[src/rtl/life_controller_if.sv]
// Life controller I/O bundle: operator switches/buttons in,
// mode, strobes and cursor selects out to the pixel grid.
interface life_controller_if #(
  parameter int ROWS  = 16,
  parameter int COLS  = 16,
  parameter int CNT_W = 16
);
  localparam int RW = $clog2(ROWS);
  localparam int CW = $clog2(COLS);

  logic             setup_sw;
  logic             run_sw;
  logic             step_btn;
  logic             toggle_btn;
  logic             up_btn;
  logic             down_btn;
  logic             left_btn;
  logic             right_btn;
  logic             extinct;
  logic             setup;
  logic             gen_tick;
  logic             toggle;
  logic [RW-1:0]    cur_row;
  logic [CW-1:0]    cur_col;
  logic [ROWS-1:0]  row_sel;
  logic [COLS-1:0]  col_sel;
  logic [CNT_W-1:0] gen_count;
  logic             halted;

  modport master (
    output setup_sw, run_sw, step_btn, toggle_btn,
    output up_btn, down_btn, left_btn, right_btn,
    output extinct,
    input  setup, gen_tick, toggle,
    input  cur_row, cur_col, row_sel, col_sel,
    input  gen_count, halted
  );

  modport slave (
    input  setup_sw, run_sw, step_btn, toggle_btn,
    input  up_btn, down_btn, left_btn, right_btn,
    input  extinct,
    output setup, gen_tick, toggle,
    output cur_row, cur_col, row_sel, col_sel,
    output gen_count, halted
  );
endinterface

[src/rtl/life_controller.sv]
// Game of Life sequencer: mode FSM, generation divider,
// setup cursor with one-hot selects and button edge pulses.
module life_controller #(
  parameter int ROWS     = 16,
  parameter int COLS     = 16,
  parameter int TICK_DIV = 8,
  parameter int CNT_W    = 16
) (
  input  logic Clock,
  input  logic Reset,
  life_controller_if.slave io
);
  localparam int RW = $clog2(ROWS);
  localparam int CW = $clog2(COLS);
  localparam int DW = $clog2(TICK_DIV);

  localparam logic [RW-1:0] ROW_MAX = RW'(ROWS - 1);
  localparam logic [CW-1:0] COL_MAX = CW'(COLS - 1);
  localparam logic [DW-1:0] DIV_MAX = DW'(TICK_DIV - 1);

  typedef enum logic [2:0] {
    S_SETUP,
    S_PAUSE,
    S_RUN,
    S_STEP,
    S_HALT
  } state_e;

  localparam int B_STEP = 0;
  localparam int B_TOG  = 1;
  localparam int B_UP   = 2;
  localparam int B_DN   = 3;
  localparam int B_LT   = 4;
  localparam int B_RT   = 5;

  state_e           state_q, state_d;
  logic [5:0]       btn;
  logic [5:0]       btn_q;
  logic [5:0]       press_q;
  logic [DW-1:0]    div_q, div_d;
  logic [RW-1:0]    row_q, row_d;
  logic [CW-1:0]    col_q, col_d;
  logic [ROWS-1:0]  row_sel_q;
  logic [COLS-1:0]  col_sel_q;
  logic [CNT_W-1:0] cnt_q, cnt_d;
  logic             setup_q;
  logic             tick_q, tick_d;
  logic             tog_q, tog_d;
  logic             halted_q;
  logic             in_setup;

  assign btn = {io.right_btn, io.left_btn,
                io.down_btn, io.up_btn,
                io.toggle_btn, io.step_btn};

  assign in_setup = (state_q == S_SETUP);

  always_comb begin
    state_d = state_q;
    unique case (state_q)
      S_SETUP: begin
        if (!io.setup_sw)
          state_d = io.run_sw ? S_RUN : S_PAUSE;
      end
      S_PAUSE: begin
        if (io.setup_sw)            state_d = S_SETUP;
        else if (io.run_sw)         state_d = S_RUN;
        else if (press_q[B_STEP])   state_d = S_STEP;
      end
      S_STEP: begin
        state_d = io.setup_sw ? S_SETUP : S_PAUSE;
      end
      S_RUN: begin
        if (io.setup_sw)            state_d = S_SETUP;
        else if (!io.run_sw)        state_d = S_PAUSE;
        else if (tick_q && io.extinct)
          state_d = S_HALT;
      end
      S_HALT: begin
        if (io.setup_sw)            state_d = S_SETUP;
        else if (!io.run_sw)        state_d = S_PAUSE;
      end
      default: state_d = S_SETUP;
    endcase
  end

  // Divider restarts from zero on every RUN entry.
  always_comb begin
    div_d = '0;
    if (state_d == S_RUN && state_q == S_RUN)
      div_d = (div_q == DIV_MAX) ? '0 : div_q + 1'b1;
  end

  always_comb begin
    tick_d = (state_d == S_STEP) ||
             (state_d == S_RUN && div_d == DIV_MAX);
    tog_d  = press_q[B_TOG] && in_setup &&
             (state_d == S_SETUP);
    cnt_d  = cnt_q;
    if (state_d == S_SETUP) cnt_d = '0;
    else if (tick_d)        cnt_d = cnt_q + 1'b1;
  end

  // Opposing presses cancel via XOR; axes are independent.
  always_comb begin
    row_d = row_q;
    col_d = col_q;
    if (in_setup) begin
      if (press_q[B_UP] ^ press_q[B_DN]) begin
        if (press_q[B_UP])
          row_d = (row_q == '0) ? ROW_MAX : row_q - 1'b1;
        else
          row_d = (row_q == ROW_MAX) ? '0 : row_q + 1'b1;
      end
      if (press_q[B_LT] ^ press_q[B_RT]) begin
        if (press_q[B_LT])
          col_d = (col_q == '0) ? COL_MAX : col_q - 1'b1;
        else
          col_d = (col_q == COL_MAX) ? '0 : col_q + 1'b1;
      end
    end
  end

  always_ff @(posedge Clock) begin
    if (Reset) begin
      state_q   <= S_SETUP;
      btn_q     <= '0;
      press_q   <= '0;
      div_q     <= '0;
      row_q     <= '0;
      col_q     <= '0;
      row_sel_q <= ROWS'(1);
      col_sel_q <= COLS'(1);
      cnt_q     <= '0;
      setup_q   <= 1'b1;
      tick_q    <= 1'b0;
      tog_q     <= 1'b0;
      halted_q  <= 1'b0;
    end else begin
      state_q   <= state_d;
      btn_q     <= btn;
      press_q   <= btn & ~btn_q;
      div_q     <= div_d;
      row_q     <= row_d;
      col_q     <= col_d;
      row_sel_q <= ROWS'(1) << row_d;
      col_sel_q <= COLS'(1) << col_d;
      cnt_q     <= cnt_d;
      setup_q   <= (state_d == S_SETUP);
      tick_q    <= tick_d;
      tog_q     <= tog_d;
      halted_q  <= (state_d == S_HALT);
    end
  end

  assign io.setup     = setup_q;
  assign io.gen_tick  = tick_q;
  assign io.toggle    = tog_q;
  assign io.cur_row   = row_q;
  assign io.cur_col   = col_q;
  assign io.row_sel   = row_sel_q;
  assign io.col_sel   = col_sel_q;
  assign io.gen_count = cnt_q;
  assign io.halted    = halted_q;
endmodule

[src/flat_wrapper.sv]
// flat-port wrapper written by rule: the top's interface ports become plain ports
module life_controller_flat 
#(
  parameter int ROWS     = 16,
  parameter int COLS     = 16,
  parameter int TICK_DIV = 8,
  parameter int CNT_W    = 16
)
  (Clock, Reset, io_setup_sw, io_run_sw, io_step_btn, io_toggle_btn, io_up_btn, io_down_btn, io_left_btn, io_right_btn, io_extinct, io_setup, io_gen_tick, io_toggle, io_cur_row, io_cur_col, io_row_sel, io_col_sel, io_gen_count, io_halted);
  life_controller_if #(.ROWS(ROWS), .COLS(COLS), .CNT_W(CNT_W)) io_i ();
  input  logic Clock;
  input  logic Reset;
  input wire logic [$bits(io_i.setup_sw)-1:0] io_setup_sw;
  input wire logic [$bits(io_i.run_sw)-1:0] io_run_sw;
  input wire logic [$bits(io_i.step_btn)-1:0] io_step_btn;
  input wire logic [$bits(io_i.toggle_btn)-1:0] io_toggle_btn;
  input wire logic [$bits(io_i.up_btn)-1:0] io_up_btn;
  input wire logic [$bits(io_i.down_btn)-1:0] io_down_btn;
  input wire logic [$bits(io_i.left_btn)-1:0] io_left_btn;
  input wire logic [$bits(io_i.right_btn)-1:0] io_right_btn;
  input wire logic [$bits(io_i.extinct)-1:0] io_extinct;
  output wire logic [$bits(io_i.setup)-1:0] io_setup;
  output wire logic [$bits(io_i.gen_tick)-1:0] io_gen_tick;
  output wire logic [$bits(io_i.toggle)-1:0] io_toggle;
  output wire logic [$bits(io_i.cur_row)-1:0] io_cur_row;
  output wire logic [$bits(io_i.cur_col)-1:0] io_cur_col;
  output wire logic [$bits(io_i.row_sel)-1:0] io_row_sel;
  output wire logic [$bits(io_i.col_sel)-1:0] io_col_sel;
  output wire logic [$bits(io_i.gen_count)-1:0] io_gen_count;
  output wire logic [$bits(io_i.halted)-1:0] io_halted;
  assign io_i.setup_sw = io_setup_sw;
  assign io_i.run_sw = io_run_sw;
  assign io_i.step_btn = io_step_btn;
  assign io_i.toggle_btn = io_toggle_btn;
  assign io_i.up_btn = io_up_btn;
  assign io_i.down_btn = io_down_btn;
  assign io_i.left_btn = io_left_btn;
  assign io_i.right_btn = io_right_btn;
  assign io_i.extinct = io_extinct;
  assign io_setup = io_i.setup;
  assign io_gen_tick = io_i.gen_tick;
  assign io_toggle = io_i.toggle;
  assign io_cur_row = io_i.cur_row;
  assign io_cur_col = io_i.cur_col;
  assign io_row_sel = io_i.row_sel;
  assign io_col_sel = io_i.col_sel;
  assign io_gen_count = io_i.gen_count;
  assign io_halted = io_i.halted;
  life_controller #(.ROWS(ROWS), .COLS(COLS), .TICK_DIV(TICK_DIV), .CNT_W(CNT_W)) u_core (.Clock(Clock), .Reset(Reset), .io(io_i));
endmodule
[config.mk]
export PLATFORM = sky130hd
export DESIGN_NAME = life_controller_flat
export DESIGN_NICKNAME = d
export VERILOG_FILES = /design/src/rtl/life_controller_if.sv /design/src/rtl/life_controller.sv /design/src/flat_wrapper.sv
export SDC_FILE = /design/constraint.sdc
export NUM_CORES = 1
export LEC_CHECK = 0
export ABC_AREA = 0
export ABC_CLOCK_PERIOD_IN_PS = 2300
export CAP_MARGIN = 10
export CORE_ASPECT_RATIO = 1.75
export CORE_MARGIN = 10
export CORE_UTILIZATION = 51
export DETAILED_ROUTE_END_ITERATION = 8
export GPL_ROUTABILITY_DRIVEN = 1
export PLACE_DENSITY = 0.77
export SYNTH_ARGS = -nofsm -noshare
export SYNTH_HDL_FRONTEND = slang
export SYNTH_SLANG_ARGS = --single-unit
[constraint.sdc]
create_clock -name Clock -period 2.3 [get_ports Clock]
set_input_delay 0.46 -clock Clock [delete_from_list [all_inputs] [get_ports Clock]]
set_output_delay 0.46 -clock Clock [all_outputs]
set_load 0.01 [all_outputs]
==> out/results.tsv <==
stage	metric	value	unit
detailed_routing	routed via count	2836	
global_routing	antenna violations before repair	0	
detailed_routing	Detail Route Antenna Nets	0	
floorplanning	Core Area	6539	sq um
timing	Max transition margin	64.22	%
synth	EDFF count, synth	0	
timing	post-route clock period utilization	96.33	%
detailed_routing	Pre-antenna DRT Iters	4	
timing	Hold Violations, Final	0	
cells_and_area	Filler Cells Inserted	515	
detailed_routing	Met3 Wirelength	581	microns
synth	Unique masters post-synth	68	
clock_tree	H-tree level count	3	
synth	#FFs+latches synth	78	
worst_setup_path	crit path max-delay cell type	a2111o_1	
detailed_routing	final wirelength	7.799	mm
placement	placed cell count	496	
worst_setup_path	crit-path max cell delay	0.46	ns
clock_tree	Sink Count	78	
cells_and_area	Area Overhead vs Synth	33.15	%
timing	Hold WS	0.3858	ns
power_and_ir_drop	Final Total Pwr	3213	uW
synth	Synthesized Nets	370	
placement	Final GP Congestion	0.8165	
synth	Mean Syn Cell Area	9.764	sq um
detailed_routing	DR WL met2	4.209	mm
floorplanning	Rows	39	
global_routing	global-route wire length before repair	12.39	mm
worst_setup_path	Worst Path Arrival	2.48	ns
cells_and_area	NumNets Final	444	
synth	largest cells by area after synthesis	dfxtp_1 46%, ha_1 2.9%, nor2b_1 2.9%	
synth	Async SR Flop Fraction	0	%
synth	mapped cell area	3427	sq um
synth	post-synth top area share	45.56	%
detailed_routing	Top Metal Used	met4	
power_and_ir_drop	VDD IR max	0.4059	mV
synth	YS warnings	0	
power_and_ir_drop	Power Density	704.1	nW/um^2
floorplanning	Die W	81.97	microns
timing	Peak Freq	451.4	MHz
clock_tree	clock buffer count from CTS	9	
clock_tree	Bufs on Longest Clock Path	2	
timing	Slew Viols, Final	0	
detailed_routing	drt wl/cell	15.23	microns
timing	Layout Skew	0.005257	ns
synth	cell taking the most area after synthesis	dfxtp_1	
placement	DP HPWL	5.896	mm
global_routing	pin count of the biggest net entering global routing	39	
detailed_routing	WL met1	2.814	mm
placement	Port Buffer Count	70	
worst_setup_path	WS Path Type	flip-flop to flip-flop	
cells_and_area	commonest non-fill, non-tap cells in the layout	78 x dfxtp_1, 70 x clkdlybuf4s50_1, 20 x nand2_1, 19 x a21oi_1, 18 x nor2_1	
worst_setup_path	worst endpoint required time	2.57	ns
clock_tree	clock latency on the worst-skew pair	0.33	ns
cells_and_area	Inserted Diodes	0	
flow_run	max_cap viols	0	
clock_tree	CTS root buffer	clkbuf_16	
global_routing	GRT Util Overall	14.89	%
worst_setup_path	most used cell, CP	ha_1	
floorplanning	# IOs	71	
cells_and_area	Core Util, Final	69.79	%
timing	setup_tns	0	ns
timing	minimum clock period after layout	2.216	ns
worst_setup_path	Worst setup SP type	flip-flop	
cells_and_area	commonest non-fill, non-tap cell in the layout	dfxtp_1	
synth	Post-Syn Instances	351	
global_routing	grt ovf	0	
detailed_routing	initial DRC count	104	
clock_tree	# Post-CTS Setup Buffers	0	
clock_tree	CTS tree	built	
hold_path	Hold Crit Class	flip-flop to flip-flop	
global_routing	number of global-route vias before repair	2686	
synth	sequential area share after synthesis	45.56	%
power_and_ir_drop	Lkg Pwr	0.001617	uW
clock_tree	Clock Pin Slew Worst Setup and Hold Paths	0.05	ns
detailed_routing	Residual DRC	0	
outcome	status	finished, final reports clean	
floorplanning	Initial Utilization	52.41	%
worst_setup_path	Worst setup EP type	flip-flop	
timing	Slew @ Worst Pin	0.5342	ns
worst_setup_path	crit-path cells	ha_1 -> ha_1 -> nor4bb_2 -> and3_1 -> o2111ai_4 -> a2111o_1 -> o21ai_1	
synth	top_reg_cell synth	dfxtp_1	
floorplanning	Die Span Y	128.4	microns
timing	Setup Viol. Count Final	0	
cells_and_area	register area	1562	sq um
cells_and_area	area occupied by multi-input gates	1733	sq um
worst_setup_path	reg-to-reg slack, setup	0.08	ns
worst_setup_path	crit-path max FO	10	
cells_and_area	Cell Count, Final, Fillers Out	512	
floorplanning	die area	10530	sq um
detailed_routing	vias per std cell	5.539	
cells_and_area	layout cells sized above 1	13.26	%
==> path summary, 6_finish.rpt <==
path / startpoint / endpoint / depth (start not counted)
worst min-delay path: u_core.btn_q[0] / u_core.press_q[0] / 1
worst min register to register: u_core.btn_q[0] / u_core.press_q[0] / 1
worst max register to register: u_core.div_q[0] / u_core.io.gen_count[6] / 7
worst max-delay path: u_core.div_q[0] / u_core.io.gen_count[6] / 7
==> where the power goes <==
| part | switching (uW) | total [uW] | internal, uW |
|---|---|---|---|
| Sequential | 36.8 | 1440 | 1400 |
| Combinational | 256 | 461 | 205 |
| Clock | 498 | 1310 | 814 |
| Total | 791 | 3210 | 2420 |
==> registers in the layout (all words and copies together) (netlist names) <==
name                 cells
u_core.div_q             3
u_core.io.setup          1
u_core.io.row_sel       16
u_core.io.gen_tick       1
u_core.state_q           3
u_core.io.toggle         1
u_core.press_q           6
u_core.btn_q             6
u_core.io.col_sel       16
u_core.io.gen_count     16
u_core.io.cur_col        4
u_core.io.cur_row        4
u_core.io.halted         1
==> per-stage QoR <==
step | setup WS (ns) | area (sq um)
2_1_floorplan | 0.2588 | 3427
3_3_place_gp | -0.1068 | 4238
3_5_place_dp | -0.1660 | 4238
4_1_cts | 0.08453 | 4526
5_1_grt | -0.01966 | 4563
6_report | 0.08450 | 4563
==> synth_stat cells (6+ instances only) <==
cell type and instances:
a21oi_1 19, nor3_1 16, inv_1 15, nand3_1 7, nor2_1 18, nand2b_1 9
nor4_1 11, xnor2_1 7, nand2_1 20, dfxtp_1 78, ha_1 8, clkbuf_1 12
and3_1 6, nor2b_1 16, o21ai_1 6, and2_1 6
==> cells by family after synthesis <==
kind of cell | count (synthesis) | share of synthesized area, %
buffers and inverters | 37 | 4.965
adder cells (fa/ha/maj) | 8 | 2.921
AND/OR/NAND/NOR | 142 | 25.52
flip-flops | 78 | 45.56
XOR/XNOR | 10 | 2.775
AO/OA/AOI/OAI | 72 | 17.09
multiplexers | 4 | 1.168
==> area by class of cell <==
| type | count | share of cell area [%] |
|---|---|---|
| Multi-Input combinational cell | 236 | 37.98 |
| Sequential cell | 78 | 34.22 |
| Timing Repair Buffer | 84 | 17.93 |
| Clock buffer | 13 | 5.923 |
| Tap cell | 82 | 2.248 |
| Inverter | 16 | 1.316 |
| Clock inverter | 3 | 0.3839 |
==> routing by layer <==
layer,vias up,track usage (%)
li1,1425,-
met1,1324,14.00
met2,74,27.02
met3,13,4.672
met4,0,8.451
met5,-,0
==> critical path: cells and delay by family, from the launching register on <==
| kind | cells | cell delay (ns) |
|---|---|---|
| AND/OR/NAND/NOR | 2 | 0.67 |
| flip-flops | 1 | 0.33 |
| AO/OA/AOI/OAI | 3 | 0.75 |
| adder cells (fa/ha/maj) | 2 | 0.40 |
==> what timing repair did <==
item                                   4_1_cts  5_1_grt
resized for setup                            0        6
endpoints found under the hold margin        0        0
hold buffers                                 0        0
setup endpoints to repair                    0       12
(Power assumes the default switching activity.)
